[config.mk]
export PLATFORM = sky130hd
export DESIGN_NAME = rgb2ycbcr_mac
export DESIGN_NICKNAME = d
export VERILOG_FILES = /design/src/rtl/rgb2ycbcr_mac.sv
export SDC_FILE = /design/constraint.sdc
export NUM_CORES = 1
export LEC_CHECK = 0
export BUFFER_PORTS_ARGS = -buffer_cell sky130_fd_sc_hd__buf_2
export CORE_MARGIN = 2
export CORE_UTILIZATION = 40
export CTS_CLUSTER_DIAMETER = 80
export DETAILED_ROUTE_END_ITERATION = 10
export MAX_ROUTING_LAYER = met4
export PLACE_DENSITY = 0.65
export SLEW_MARGIN = 20
export SYNTH_ARGS = -nofsm -noshare
export SYNTH_HDL_FRONTEND = slang
export SYNTH_SLANG_ARGS = --single-unit
[constraint.sdc]
create_clock -name clk -period 15 [get_ports clk]
set_input_delay 0.75 -clock clk [delete_from_list [all_inputs] [get_ports clk]]
set_output_delay 0.75 -clock clk [all_outputs]
set_load 0.03 [all_outputs]
[src/rtl/rgb2ycbcr_mac.sv]
// Serial R,G,B multiply-accumulate colour converter producing one clamped
// 8-bit Y/Cb/Cr component per pixel, three samples in, one result out.
module rgb2ycbcr_mac #(
    parameter logic signed [15:0] C0     = 16'sd2449,
    parameter logic signed [15:0] C1     = 16'sd4809,
    parameter logic signed [15:0] C2     = 16'sd934,
    parameter logic signed [26:0] OFFSET = 27'sd0
) (
    input  logic       clk,
    input  logic       rst,
    input  logic       clk_en,
    input  logic       dvalid_in,
    input  logic       sop_in,
    input  logic [7:0] vdata_in,
    output logic       dvalid_out,
    output logic [7:0] vdata_out,
    output logic       sat_out
);

    logic [1:0]         phase_q, phase_d;
    logic signed [23:0] prod_q, prod_d;
    logic [1:0]         tag_q, tag_d;
    logic               pv_q, pv_d;
    logic signed [26:0] acc_q, acc_d;
    logic               done_q, done_d;
    logic               dv_q, dv_d;
    logic [7:0]         vout_q, vout_d;
    logic               sat_q, sat_d;

    logic               accept;
    logic [1:0]         cur_ph;
    logic signed [15:0] coef;
    logic signed [24:0] samp_s, coef_s, prod_full;
    logic signed [26:0] prod_x;

    always_comb begin
        accept = clk_en & dvalid_in;
        cur_ph = sop_in ? 2'd0 : phase_q;
        case (cur_ph)
            2'd0:    coef = C0;
            2'd1:    coef = C1;
            default: coef = C2;
        endcase
        samp_s    = {17'b0, vdata_in};
        coef_s    = {{9{coef[15]}}, coef};
        prod_full = samp_s * coef_s;
        prod_x    = {{3{prod_q[23]}}, prod_q};
    end

    // Stage 1: phase tracking and product register
    always_comb begin
        phase_d = phase_q;
        prod_d  = prod_q;
        tag_d   = tag_q;
        pv_d    = pv_q;
        if (clk_en) begin
            pv_d = dvalid_in;
        end
        if (accept) begin
            phase_d = (cur_ph == 2'd2) ? 2'd0 : cur_ph + 2'd1;
            prod_d  = prod_full[23:0];
            tag_d   = cur_ph;
        end
    end

    // Stage 2: accumulate; an R product restarts the sum with rounding
    always_comb begin
        acc_d  = acc_q;
        done_d = done_q;
        if (clk_en) begin
            done_d = pv_q && (tag_q == 2'd2);
            if (pv_q) begin
                if (tag_q == 2'd0) begin
                    acc_d = prod_x + OFFSET + 27'sd4096;
                end else begin
                    acc_d = acc_q + prod_x;
                end
            end
        end
    end

    // Stage 3: clamp the closed sum into the output register
    always_comb begin
        dv_d   = dv_q;
        vout_d = vout_q;
        sat_d  = sat_q;
        if (clk_en) begin
            dv_d = done_q;
            if (done_q) begin
                if (acc_q[26]) begin
                    vout_d = 8'd0;
                    sat_d  = 1'b1;
                end else if (acc_q[25:13] >= 13'd256) begin
                    vout_d = 8'd255;
                    sat_d  = 1'b1;
                end else begin
                    vout_d = acc_q[20:13];
                    sat_d  = 1'b0;
                end
            end
        end
    end

    always_ff @(posedge clk) begin
        if (!rst) begin
            phase_q <= 2'd0;
            prod_q  <= '0;
            tag_q   <= 2'd0;
            pv_q    <= 1'b0;
            acc_q   <= '0;
            done_q  <= 1'b0;
            dv_q    <= 1'b0;
            vout_q  <= 8'd0;
            sat_q   <= 1'b0;
        end else begin
            phase_q <= phase_d;
            prod_q  <= prod_d;
            tag_q   <= tag_d;
            pv_q    <= pv_d;
            acc_q   <= acc_d;
            done_q  <= done_d;
            dv_q    <= dv_d;
            vout_q  <= vout_d;
            sat_q   <= sat_d;
        end
    end

    assign dvalid_out = dv_q;
    assign vdata_out  = vout_q;
    assign sat_out    = sat_q;

endmodule
# Word-level counts from Yosys, hierarchy flattened
# Cells that the tools add are included.
classes:
  add_sub_neg: 3
  n_mul: 1
  order_cmp: 1
  n_eq_ne: 3
  muxes: 8
  n_bitwise: 1
  n_reduce_logical: 5
op_table:
  columns: ["op", "count"]
  rows:
  - ["27-bit by 24-bit adder with 27-bit output", 1]
  - ["27-bit two-way mux", 1]
  - ["13-bit case mux with 2 select lines", 1]
  - ["24-bit by 14-bit adder with 25-bit output, second input constant", 1]
  - ["9-bit by 16-bit multiplier with 24-bit output", 1]
  - ["8-bit two-way mux", 2]
  - ["13-bit by 9-bit greater-or-equal comparator with 1-bit output, second input constant", 1]
  - ["2-bit == test, second input constant", 2]
  - ["2-bit zero test", 2]
  - ["2-bit two-way mux", 2]
  - ["2-bit AND reduction", 2]
  - ["2-bit by 1-bit adder with 2-bit output, second input constant", 1]
  - ["2-bit by 1-bit == test with 1-bit output, second input constant", 1]
  - ["1-bit two-way mux", 2]
  - ["1-bit AND", 1]
  - ["1-bit logical AND", 1]
totals:
  ff_bits: 67
  in_bits: 13
  elab_cells: 31

# Depth between registers and ports, before layout
# Gate-level depths: netlist (run 1).
logic_depth:
  ltp_word: 4
  mapped_depth: 22
  depth_no_buf: 20

# Worst setup path before layout (run 1)
# OpenSTA, ideal clock, no wires.
synth_timing:
  path_type: "input -> register"
  startpoint: "input sop_in"
  endpoint: "register prod_q[14]"
  arrival_time_ps: 5192
  required_ps: 14929
  slack_ps: 9738
  cell_stages: 18
  path_buffers: 1
  cell_sequence: "nand2b_1 -> nor2_1 -> clkbuf_1 -> nor2b_1 -> fa_1 -> fa_1 -> fa_1 -> inv_1 -> fa_1 -> inv_1 -> ha_1 -> and3_1 -> a2111oi_0 -> o211ai_1 -> a21oi_1 -> xnor2_1 -> nand2_1 -> a21oi_1"
synth_via:
  elab_chain_len: 4
  word_cells_on_any_way: 5
  classes_between: "1 x mul; 1 x eq/ne; 2 x mux; 1 x reduce/logical"
synth_rtl:
  columns: ["item", "line", "source"]
  rows:
  - ["start: declaration", "13", "input logic sop_in,"]
  - ["2-bit two-way mux (*)", "38", "cur_ph = sop_in ? 2'd0 : phase_q;"]
  - ["2-bit by 1-bit == test with 1-bit output / 2-bit zero test (equally long branches)", "39", "case (cur_ph)"]
  - ["13-bit case mux with 2 select lines (*)", "39", null]
  - ["9-bit by 16-bit multiplier with 24-bit output (*)", "46", "prod_full = samp_s * coef_s;"]
  - ["end signal: assignment", "117", "prod_q <= prod_d;"]
  - ["end: declaration", "21", "logic signed [23:0] prod_q, prod_d;"]
# Every way passes the cells marked *; elsewhere a longest branch is shown, timed or not.
# A chain may end at the register's enable or synchronous reset.

# Worst setup path in the final report (run 1)
# Ends and elaborated chain as after synthesis.

==> summary.md, run 1 <==
| Metric | Value |
|---|---|
| Initial antenna violation count | 0 |
| DR vias | 5888 |
| Std-Cell Core Area | 17060 µm² |
| Synth Register Bits | 65 |
| Async SR Flop Fraction | 0 |
| GRT Residual Overflow | 0 |
| TritonRoute pass-1 iters | 5 |
| Critical Path RT | 15.27 ns |
| Vias in the first global route | around 5600 |
| Yosys warnings | 0 |
| Fmax | 172.4 MHz |
| Post-Syn Area per Cell | 7.824 µm² |
| GRT Overall Usage | 0.1909 |
| CP max FO | 15 |
| Met2 wire len | 7.465 mm |
| Lkg Pwr | 3.511 nW |
| P_sw | between 0.0003 and 0.0004 W |
| Number of synthesized flops with an enable pin | 0 |
| Hold path startpoint | dvalid_out$_SDFFE_PN0P_ |
| DRC viols | 0 |
| Worst Clk Skew | about 0.0051 ns |
| CP max stage cell | nor2_1 |
| Routed len/inst | 14.51 µm |
| Logic pwr share | 0.471 |
| Die width | 135.3 µm |
| CTS tree | done |
| Clock sink count | 65 |
| Routed Antenna Nets | 0 |
| RSZ-0062 raised after global routing | false |
| Distinct cells, synth | 63 |
| Maximum vdd drop | about 0.064 mV |
| Top sig layer | met4 |
| Fillers | 1707 |
| Sequential group share of total power | 0.272 |
| Final wirelength | 16.14 mm |
| Routed met1 length | 7.840 mm |
| Reg clk slew, reported paths | 0.05 ns |
| Commonest cells after routing, fill and taps aside | inv_1 (109), nand2_1 (91), a21oi_1 (77) |
| Antenna cell count | 0 |
| WP data arrival | 6.07 ns |
| Clk Tree Root Cell | clkbuf_16 |
| Final setup vio count | 0 |
| Setup Fix Bufs, Post-CTS | 0 |
| Drt first-iter violations | 535 |
| Layout cells sized above 1 | 0.06426 |
| P_int | 0.0004496 W |
| Row count | 48 |
| Largest net degree at the start of global routing | 31 |
| Hold path cells | 2 |
| GPL Wtd Cong | between 0.9 and 1 |
| Worst-skew pair later-pin latency | 0.34 ns |
| Critical Path Start | sop_in |
| Status | finished clean |
| Cts hold-fix bufs | 0 |
| Period minus WS final | 5.802 ns |
| Cells after synthesis | 882 |
| Slew HR | 0.3531 |
| Main flop type after synthesis | dfxtp_1 |
| Commonest non-fill, non-tap cell in the layout | inv_1 |
| H-tree levels | 3 |
| Critical path's largest stage delay | 0.75 ns |
| Initial Util | 0.4046 |
| Most common cell on crit path | fa_1 |
| CP Cell Sequence | buf_2 > nand2b_1 > nor2_1 > nand2_1 > fa_1 > inv_1 > fa_1 > inv_1 > fa_1 > fa_1 > inv_1 > ha_1 > and3_1 > a2111oi_0 > o211ai_1 > a21oi_1 > xnor2_1 > nand2_1 > a21oi_1 |
| Seq/Total Area, Yosys | 0.1886 |
| Worst setup EP type | flop |
| Worst setup path category | in -> reg |
| Clock buffer depth | 2 |
| R2r worst-path depth | 18 |
| DP HPWL | 12.55 mm |
| Via density | 5.295 |
| Post-cts resize count | 0 |
| Slew @ Worst Pin | approximately 0.97 ns |
| Die Height | 135.3 µm |
| Sum of negative setup slack | 0 ns |
| Post-synthesis cell area | 6900 µm² |
| Max-cap violations | 0 |
| Worst hold slack | 0.4655 ns |
| Clk network pwr share | 0.257 |
| Slew Viols, Final | 0 |
| First-pass GRT wire length | ~27 mm |
| Hold Crit Class | reg -> reg |
| CP Launch Type | input pin |
| Met3 wire len | 599 µm |
| Nets | 1020 |
| Switch share | 0.4034 |
| Port bufs | 22 |
| Area Overhead vs Synth | 7.888% |
| FF-to-FF Start | phase_q[0]$_SDFFE_PN0P_ |
| Final worst-path cycle share | 0.3868 |
| PwrDens | 101.2 nW/µm² |
| # IOs | 23 |
| TritonCTS Buffers | 9 |
| Die area | roughly 18000 µm² |
| Final-report hold violation count | 0 |
-- cell type report --
cell class / count / area [µm²] / area share
multi-input cells: 672 / 5049 / 0.6782
flip-flops and latches: 65 / 1301 / 0.1748
inverters: 109 / 409.1 / 0.05496
well taps: 225 / 281.5 / 0.03782
clock inverters: 7 / 46.29 / 0.006218
repair buffers: 25 / 132.6 / 0.01782
clock buffers: 9 / 225.2 / 0.03025
-- worst paths after layout --
kind,slack [ns],to
worst max-delay path,9.20,prod_q[14]$_SDFFE_PN0P_
worst min-delay path,0.47,dvalid_out$_SDFFE_PN0P_
worst max register to register,9.43,prod_q[14]$_SDFFE_PN0P_
worst min register to register,0.47,dvalid_out$_SDFFE_PN0P_
-- synth_stat cells, types with 5 or more instances --
cell | number | area, µm²
nand3_1 | 24 | 120.1
mux2i_1 | 5 | 50.05
o21a_1 | 7 | 52.55
or2_2 | 6 | 37.54
nor2_1 | 71 | 266.5
nor3_1 | 29 | 145.1
a21oi_1 | 77 | 385.4
xor2_1 | 18 | 157.7
a311oi_1 | 5 | 43.79
a31oi_1 | 8 | 50.05
and3_1 | 8 | 50.05
o21ai_0 | 36 | 180.2
nand2_1 | 91 | 341.6
o21ai_1 | 6 | 30.03
ha_1 | 73 | 913.4
a211oi_1 | 7 | 52.55
or3_1 | 7 | 43.79
clkbuf_1 | 35 | 131.4
o211ai_1 | 8 | 60.06
nand2b_1 | 12 | 75.07
xnor2_1 | 19 | 166.4
inv_1 | 109 | 409.1
and2_1 | 15 | 93.84
nand4_1 | 9 | 56.30
dfxtp_1 | 65 | 1301
a21o_1 | 16 | 120.1
fa_1 | 52 | 1041
nor2b_1 | 6 | 37.54
-- stage by stage --
step / setup WS [ns] / power (W) / area (µm²) / utilization / instances
6_report: 9.198 / 0.0007536 / 7445 / 0.4365 / 1112
5_1_grt: 8.720 / 0.0008208 / 7445 / 0.4365 / 1112
2_1_floorplan: 9.738 / 0.0004918 / 6930 / - / 890
3_3_place_gp: 8.952 / 0.0005592 / 7173 / 0.4206 / 1096
3_5_place_dp: 8.846 / 0.0005618 / 7173 / 0.4206 / 1096
4_1_cts: 9.187 / 0.0007600 / 7445 / 0.4365 / 1112
-- worst max-delay path: cells and delay by family --
kind                       cells  cell delay [ns]
adders and majority gates      5             2.38
buffers and inverters          4             0.26
and+or+nand+nor                5             1.49
xor gates and xnor gates       1             0.13
AOI/OAI and AO/OA              4             1.03
-- cell families after synthesis --
| group | after synthesis | synth area share |
|---|---|---|
| AO/OA/AOI/OAI | 210 | 0.1953 |
| XOR/XNOR | 37 | 0.04696 |
| adder cells (fa/ha/maj) | 125 | 0.2832 |
| buffers and inverters | 153 | 0.08450 |
| flip-flops | 65 | 0.1886 |
| multiplexers | 5 | 0.007253 |
| other | 2 | 0.001088 |
| AND/OR/NAND/NOR | 285 | 0.1931 |
-- metal layers --
layer  track usage  vias to the layer above
li1              -                     2977
met1        0.2572                     2770
met2        0.2995                      122
met3       0.03367                       19
met4       0.04688                        0
met5             -                        -
-- sequential cells by signal, indices dropped and copies added (netlist names) --
register / count
acc_q: 27
done_q: 1
dvalid_out: 1
phase_q: 2
prod_q: 22
pv_q: 1
sat_out: 1
tag_q: 2
vdata_out: 8
-- power groups by stage --
stage	logic, W	clock network [W]	registers [W]
finish	0.000355	0.000193	0.000205
global route	0.000408	0.000206	0.000207
CTS	0.000357	0.000199	0.000205
detailed placement	0.000354	0	0.000208
global placement	0.000351	0	0.000208
floorplan	0.000290	0	0.000202
Power figures use the tool's default switching activity.
==> run 2, diff against run 1 <==
--- a/config.mk
+++ b/config.mk
@@ -11,7 +11,7 @@
 export CTS_CLUSTER_DIAMETER = 80
 export DETAILED_ROUTE_END_ITERATION = 10
 export MAX_ROUTING_LAYER = met4
-export PLACE_DENSITY = 0.65
+export PLACE_DENSITY = 0.67
 export SLEW_MARGIN = 20
 export SYNTH_ARGS = -nofsm -noshare
 export SYNTH_HDL_FRONTEND = slang
==> constraint.sdc (replaced) <==
create_clock -name clk -period 4.9 [get_ports clk]
set_input_delay 0.245 -clock clk [delete_from_list [all_inputs] [get_ports clk]]
set_output_delay 0.245 -clock clk [all_outputs]
set_load 0.03 [all_outputs]
==> run 2 against run 1 <==
Sequential share of layout area is 0.60 points lower; clock power rose to 3.3 times the previous value; cell count rose by 2.3%; design area grew 3.8%; first-iteration DRC count decreased by 19%; sequential cell count stayed put; hold slack worse by 0.24 ns; global-route usage increased by 0.40 points; register-to-register slack got worse by 9.2 ns; largest power group unchanged.
==> summary.md, run 2 (same netlist as run 1, synthesis figures left out) <==
| Metric | Value |
|---|---|
| First-pass GRT wire length | 27.96 mm (+2.1%) |
| DR vias | 6019 (+2.2%) |
| CP max stage cell | fa_1 |
| Most common cell on crit path | fa_1 |
| R2r worst-path depth | 18 (unchanged) |
| Final core occ | 0.4529 (+0.01643) |
| Period minus WS final | 4.700 ns |
| Area of placed instances | 7331 µm² (+2.2%) |
| CP Cell Sequence | nor2_1 > or2_4 > and2_1 > nand2b_1 > ha_1 > fa_1 > ha_1 > inv_1 > fa_1 > inv_1 > fa_1 > a21o_1 > a211oi_2 > o211ai_1 > a21oi_2 > nor2b_1 > o21a_1 > o31ai_1 |
| Slew HR | 0.3301 (-0.02297) |
| Biggest register | acc_q |
| Final-report hold violation count | 0 (unchanged) |
| RSZ-0062 raised after global routing | true |
| CP endpoint | prod_q[18]$_SDFFE_PN0P_ |
| H-tree levels | 3 (unchanged) |
| GRT Residual Overflow | 0 (unchanged) |
| # IOs | 23 (unchanged) |
| Initial Util | 0.4046 (unchanged) |
| Lkg Pwr | 3.659 nW (+4.2%) |
| Area Overhead vs Synth | 11.95% |
| Layout cells sized above 1 | 0.1041 (+0.03979) |
| GPL Wtd Cong | 0.9380 (-1.4%) |
| Reg area | 1304 µm² (+0.19%) |
| Max FFs per register | 27 (unchanged) |
| CP Launch Type | flop |
| Largest net degree at the start of global routing | 35 (+13%) |
| Std-Cell Core Area | 17060 µm² (unchanged) |
| Multi-input gate area | 5110 µm² (+1.2%) |
| Final worst-path cycle share | 0.9592 |
| Reg clk slew, reported paths | 0.06 ns (about the same) |
| Routed Antenna Nets | 0 (unchanged) |
| TritonCTS Buffers | 9 (unchanged) |
| FF-to-FF Start | phase_q[1]$_SDFFE_PN0P_ |
| Die width | 135.3 µm (unchanged) |
| Worst setup EP type | flop |
| Hold path cells | 3 (+1) |
| Clk Tree Root Cell | clkbuf_16 |
| RR Endpoint | prod_q[18]$_SDFFE_PN0P_ |
| GRT Overall Usage | 0.1949 (+0.003958) |
| Fillers | 1731 (+1.4%) |
| Vias in the first global route | 5787 (+3.3%) |
| Routed len/inst | 14.67 µm (+1.1%) |
| Row count | 48 (unchanged) |
| Max-cap violations | 0 (unchanged) |
| Slew @ Worst Pin | 1.002 ns (+0.03308 ns) |
| Via density | 5.289 (-0.11%) |
| Worst setup path category | reg -> reg |
| DRC viols | 0 (unchanged) |
| Fmax | 212.8 MHz |
| Die Height | 135.3 µm (unchanged) |
| Drt first-iter violations | 431 (-19%) |
| Final setup vio count | 0 (unchanged) |
| Maximum vdd drop | 0.2089 mV (+220%) |
| PwrDens | 320.5 nW/µm² (+220%) |
| Worst hold slack | 0.2213 ns (-0.2442 ns) |
| Worst-skew pair later-pin latency | 0.34 ns (about the same) |
| Worst slack, placed | -0.005147 ns (-8.851 ns) |
| Commonest non-fill, non-tap cell in the layout | inv_1 |
| CP max FO | 7 (-8) |
| Total Power | 0.002476 W (+230%) |
| Worst reg-to-reg setup slack | 0.20 ns (-9.23 ns) |
| Status | finished clean |
| Antenna cell count | 0 (unchanged) |
| Critical path's largest stage delay | 0.54 ns (-0.21 ns) |
| Critical Path Start | phase_q[1]$_SDFFE_PN0P_ |
| Clock sink count | 65 (unchanged) |
| Initial antenna violation count | 0 (unchanged) |
| Final wirelength | 16.69 mm (+3.4%) |
| Nets | 1046 (+2.5%) |
| Critical Path RT | 5.16 ns (-10.11 ns) |
| WP data arrival | 4.96 ns (-1.11 ns) |
| Post-route setup slack | 0.2000 ns (-8.998 ns) |
| Slew Viols, Final | 0 (unchanged) |
| CTS tree | done |
| TritonRoute pass-1 iters | 5 (unchanged) |
| Final Instance Area | 7725 µm² (+3.8%) |
| Commonest cells after routing, fill and taps aside | inv_1 (109), nand2_1 (88), a21oi_1 (74) |
| Port bufs | 22 (unchanged) |
| Die area | 18320 µm² (unchanged) |
| DP HPWL | 12.87 mm (+2.6%) |
| Worst Clk Skew | 0.005305 ns (+0.0001779 ns) |
| Hold Crit Class | in -> reg |
| Clock buffer depth | 2 (unchanged) |
-- run 2: changes by cell type in the layout (fill, tap and decap cells not counted), moves of 3 or more --
cell	change
a21oi_1	-3
a21oi_2	+3
buf_4	+25
nand2_1	-3
nand2_2	+3
-- run 2: routing by layer --
layer | up-vias | global-route usage | share of wire
li1 | 3034 | - | -
met1 | 2847 | 0.2584 | 0.49
met2 | 116 | 0.3127 | 0.46
met3 | 22 | 0.02806 | 0.031
met4 | 0 | 0.05324 | 0.016
met5 | - | - | 0
-- run 2: cell type report --
class | instances | share of cell area
sequential | 65 | 0.1688
inverter | 109 | 0.05296
multi-input combinational | 672 | 0.6615
clock buffer | 11 | 0.03013
clock inverter | 5 | 0.007289
timing repair buffer | 51 | 0.04292
tap | 225 | 0.03644
-- run 2: critical path, delay by kind of cell, from the launching register on --
kind	cells	cell delay (ns)
flops	1	0.35
simple gates	5	0.76
fa+ha+maj	5	2.05
buf+inv	2	0.12
compound gates	6	1.31
-- run 2: how the worst min path moves through the flow --
| stage | startpoint | to | slack, ns |
|---|---|---|---|
| floorplan | vdata_in[0] | prod_q[0]$_SDFFE_PN0P_ | 0.40 |
| global placement | dvalid_out$_SDFFE_PN0P_ | dvalid_out$_SDFFE_PN0P_ | 0.46 |
| detailed placement | dvalid_out$_SDFFE_PN0P_ | dvalid_out$_SDFFE_PN0P_ | 0.46 |
| CTS | vdata_in[0] | prod_q[0]$_SDFFE_PN0P_ | 0.20 |
| global route | vdata_in[0] | prod_q[0]$_SDFFE_PN0P_ | 0.23 |
| finish | vdata_in[0] | prod_q[0]$_SDFFE_PN0P_ | 0.22 |
-- run 2: metrics by stage --
step                      cells  setup TNS [ns]
after CTS                  1133               0
after detailed placement   1117       -0.005147
after global routing       1138         -0.1733
final                      1138               0
after floorplan             890               0
after global placement     1117               0
-- run 2: timing repair --
action                                 in CTS  in global routing
setup buffers                               0                  5
endpoints found under the hold margin       0                  0
resized for setup                           1                 18
hold buffers                                0                  0
setup endpoints to repair                   1                  8
pin swaps                                   0                  7
-- run 2: power by group --
group	internal, W	leakage (nW)	total [W]	switching (W)
clock	0.000393	0.139	0.000633	0.000240
combinational	0.000540	2.99	0.00122	0.000675
sequential	0.000572	0.529	0.000627	0.0000550
==> run 3, diff against run 2 <==
--- a/config.mk
+++ b/config.mk
@@ -5,13 +5,13 @@
 export SDC_FILE = /design/constraint.sdc
 export NUM_CORES = 1
 export LEC_CHECK = 0
-export BUFFER_PORTS_ARGS = -buffer_cell sky130_fd_sc_hd__buf_2
 export CORE_MARGIN = 2
 export CORE_UTILIZATION = 40
 export CTS_CLUSTER_DIAMETER = 80
 export DETAILED_ROUTE_END_ITERATION = 10
+export DONT_BUFFER_PORTS = 1
 export MAX_ROUTING_LAYER = met4
-export PLACE_DENSITY = 0.67
+export PLACE_DENSITY = 0.66
 export SLEW_MARGIN = 20
 export SYNTH_ARGS = -nofsm -noshare
 export SYNTH_HDL_FRONTEND = slang
==> run 3 against run 2 <==
Count of clock-buffer cells in the layout down 1; critical endpoint is now prod_q[19]$_SDFFE_PN0P_; sequential power barely moved; clock skew grew 0.0048 ns; highest routed layer unchanged.
==> summary.md, run 3 (same netlist as run 1, synthesis figures left out) <==
| Metric | Value |
|---|---|
| Routed len/inst | 14.86 µm (+1.3%) |
| Routed Antenna Nets | 0 (unchanged) |
| Worst Clk Skew | 0.01007 ns (+0.004762 ns) |
| Clock buffer depth | 2 (unchanged) |
| # IOs | 23 (unchanged) |
| Drt first-iter violations | 372 (-14%) |
| First-pass GRT wire length | 27.87 mm (-0.32%) |
| R2r worst-path depth | 21 (+3) |
| CP max stage cell | fa_1 |
| Slew @ Worst Pin | 0.9740 ns (-0.02841 ns) |
| Biggest register | acc_q |
| GRT Residual Overflow | 0 (unchanged) |
| Lkg Pwr | 3.501 nW (-4.3%) |
| Clock sink count | 65 (unchanged) |
| Hold path startpoint | rst |
| Critical Path Start | phase_q[0]$_SDFFE_PN0P_ |
| H-tree levels | 3 (unchanged) |
| Fillers | 1731 (unchanged) |
| CTS tree | done |
| Worst setup path category | reg -> reg |
| Max-cap violations | 0 (unchanged) |
| Clk Tree Root Cell | clkbuf_16 |
| Sum of negative setup slack | 0 ns (unchanged) |
| Critical path's largest stage delay | 0.53 ns (about the same) |
| Hold Crit Class | in -> reg |
| Hold path cells | 1 (-2) |
| Critical Path RT | 5.12 ns (-0.04 ns) |
| CP max FO | 14 (+7) |
| Final worst-path cycle share | 0.9424 (-0.01680) |
| Commonest non-fill, non-tap cell in the layout | inv_1 |
| Slew Viols, Final | 0 (unchanged) |
| Status | finished clean |
| TritonCTS Buffers | 9 (unchanged) |
| Worst slack, placed | 0.02334 ns (+0.02849 ns) |
| Post-route setup slack | 0.2823 ns (+0.08233 ns) |
| Die Height | 135.3 µm (unchanged) |
| WP data arrival | 4.84 ns (-0.12 ns) |
| Row count | 48 (unchanged) |
| Reg clk slew, reported paths | 0.06 ns (about the same) |
| Final setup vio count | 0 (unchanged) |
| Switch share | 0.3847 (-0.007428) |
| Sequential group share of total power | 0.259 (+0.006) |
| Worst-skew pair later-pin latency | 0.34 ns (about the same) |
| Most common cell on crit path | inv_1 |
| Die area | 18320 µm² (unchanged) |
| Via density | 5.293 (about the same) |
| Initial Util | 0.4046 (unchanged) |
| GPL Wtd Cong | 0.9209 (-1.8%) |
| Vias in the first global route | 5779 (-0.14%) |
| GRT Overall Usage | 0.1949 (about the same) |
| Largest net degree at the start of global routing | 42 (+20%) |
| RSZ-0062 raised after global routing | false |
| Period minus WS final | 4.618 ns (-0.08233 ns) |
| Buffers & Inverters on Critical Path | 6 (+4) |
| Antenna cell count | 0 (unchanged) |
| Area Overhead vs Synth | 9.393% |
| Slew HR | 0.3491 (+0.01899) |
| Fmax | 216.6 MHz (+1.8%) |
| Worst path top cell family by delay | adder cells |
| Worst setup EP type | flop |
| Logic pwr share | 0.472 (-0.019) |
| Clk network pwr share | 0.270 (+0.014) |
| Initial antenna violation count | 0 (unchanged) |
| Layout cells sized above 1 | 0.07395 (-0.03010) |
| Maximum vdd drop | 0.1856 mV (-11%) |
| P_int | 0.001495 W (-0.64%) |
| CP Cell Sequence | nand2b_1 > nor2_2 > buf_6 > nand2_1 > inv_1 > ha_1 > inv_1 > fa_1 > inv_1 > fa_1 > inv_1 > fa_1 > inv_1 > ha_1 > and3_2 > a221o_1 > a21oi_1 > o21ai_1 > a31oi_1 > xor2_1 > o21ai_1 |
| Nets | 1013 (-3.2%) |
| Final-report hold violation count | 0 (unchanged) |
| FF-to-FF Start | phase_q[0]$_SDFFE_PN0P_ |
| Port bufs | 0 (-100%) |
| Cts hold-fix bufs | 0 (unchanged) |
| Final wirelength | 16.41 mm (-1.7%) |
| Total Power | 0.002430 W (-1.8%) |
| TritonRoute pass-1 iters | 5 (unchanged) |
| PwrDens | 321.9 nW/µm² (+0.45%) |
| Die width | 135.3 µm (unchanged) |
| Max FFs per register | 27 (unchanged) |
| Crit. path cell count | 21 (+3) |
| DP HPWL | 12.55 mm (-2.5%) |
| DR vias | 5843 (-2.9%) |
| Std-Cell Core Area | 17060 µm² (unchanged) |
| P_sw | 0.0009348 W (-3.7%) |
| CP Launch Type | flop |
| Commonest cells after routing, fill and taps aside | inv_1 (109), nand2_1 (90), a21oi_1 (75) |
| DRC viols | 0 (unchanged) |
==> run 3: cell types whose count changed in the layout (fill, tap and decap cells not counted), moves of 2 or more <==
cell	before	now
and3_1	8	6
buf_2	22	0
buf_4	28	17
clkbuf_1	2	0
nand2_1	88	90
nand2_2	3	1
nor2_1	68	66
nor2_2	3	5
==> run 3: area by class of cell <==
| type | count | area [µm²] | share of cell area |
|---|---|---|---|
| clock buffer | 10 | 239.0 | 0.03166 |
| timing repair buffer | 18 | 138.9 | 0.01840 |
| sequential | 65 | 1303 | 0.1726 |
| inverter | 109 | 409.1 | 0.05420 |
| clock inverter | 5 | 56.30 | 0.007459 |
| multi-input combinational | 672 | 5121 | 0.6784 |
| tap | 225 | 281.5 | 0.03729 |
==> run 3: per-layer routing <==
metal  vias up  GRT usage  routed length [µm]
met2       110     0.3096                7427
met1      2737     0.2539                8015
li1       2966          -                   -
met5         -          -                   0
met3        30    0.03105                 519
met4         0    0.06655                 445
==> run 3: power groups by stage <==
stage,Clock [W],Sequential (W),Combinational [W]
after floorplan,0,0.000619,0.000886
after global placement,0,0.000637,0.00109
after detailed placement,0,0.000638,0.00110
after CTS,0.000667,0.000627,0.00110
after global routing,0.000691,0.000635,0.00132
final,0.000655,0.000628,0.00115
==> run 3: stage by stage <==
step	hold WS (ns)	cell area (µm²)	utilization	cells
global placement	0.3885	7161	0.4198	1087
global route	0.02307	7548	0.4426	1104
detailed placement	0.3845	7161	0.4198	1087
CTS	0.02719	7456	0.4371	1102
floorplan	0.3969	6930	-	890
finish	0.03809	7548	0.4426	1104
==> run 3: what timing repair did <==
action / CTS / global route
endpoints found under the setup margin: 0 / 8
buffers inserted: 0 / 2
gates resized for setup: 0 / 21
==> run 3: worst paths after layout <==
check,endpoint,slack [ns]
worst min register to register,acc_q[1]$_SDFFE_PN0P_,0.47
worst max-delay path,prod_q[19]$_SDFFE_PN0P_,0.28
worst min-delay path,acc_q[18]$_SDFFE_PN0P_,0.04
worst max register to register,prod_q[19]$_SDFFE_PN0P_,0.28
==> run 3: worst register-to-register path, delay by kind of cell, from the launching register on <==
| kind | cells | cell delay [ns] |
|---|---|---|
| xor+xnor | 1 | 0.16 |
| buf+inv | 6 | 0.52 |
| compound gates | 5 | 0.83 |
| flops | 1 | 0.36 |
| fa+ha+maj | 5 | 2.05 |
| simple gates | 4 | 0.58 |
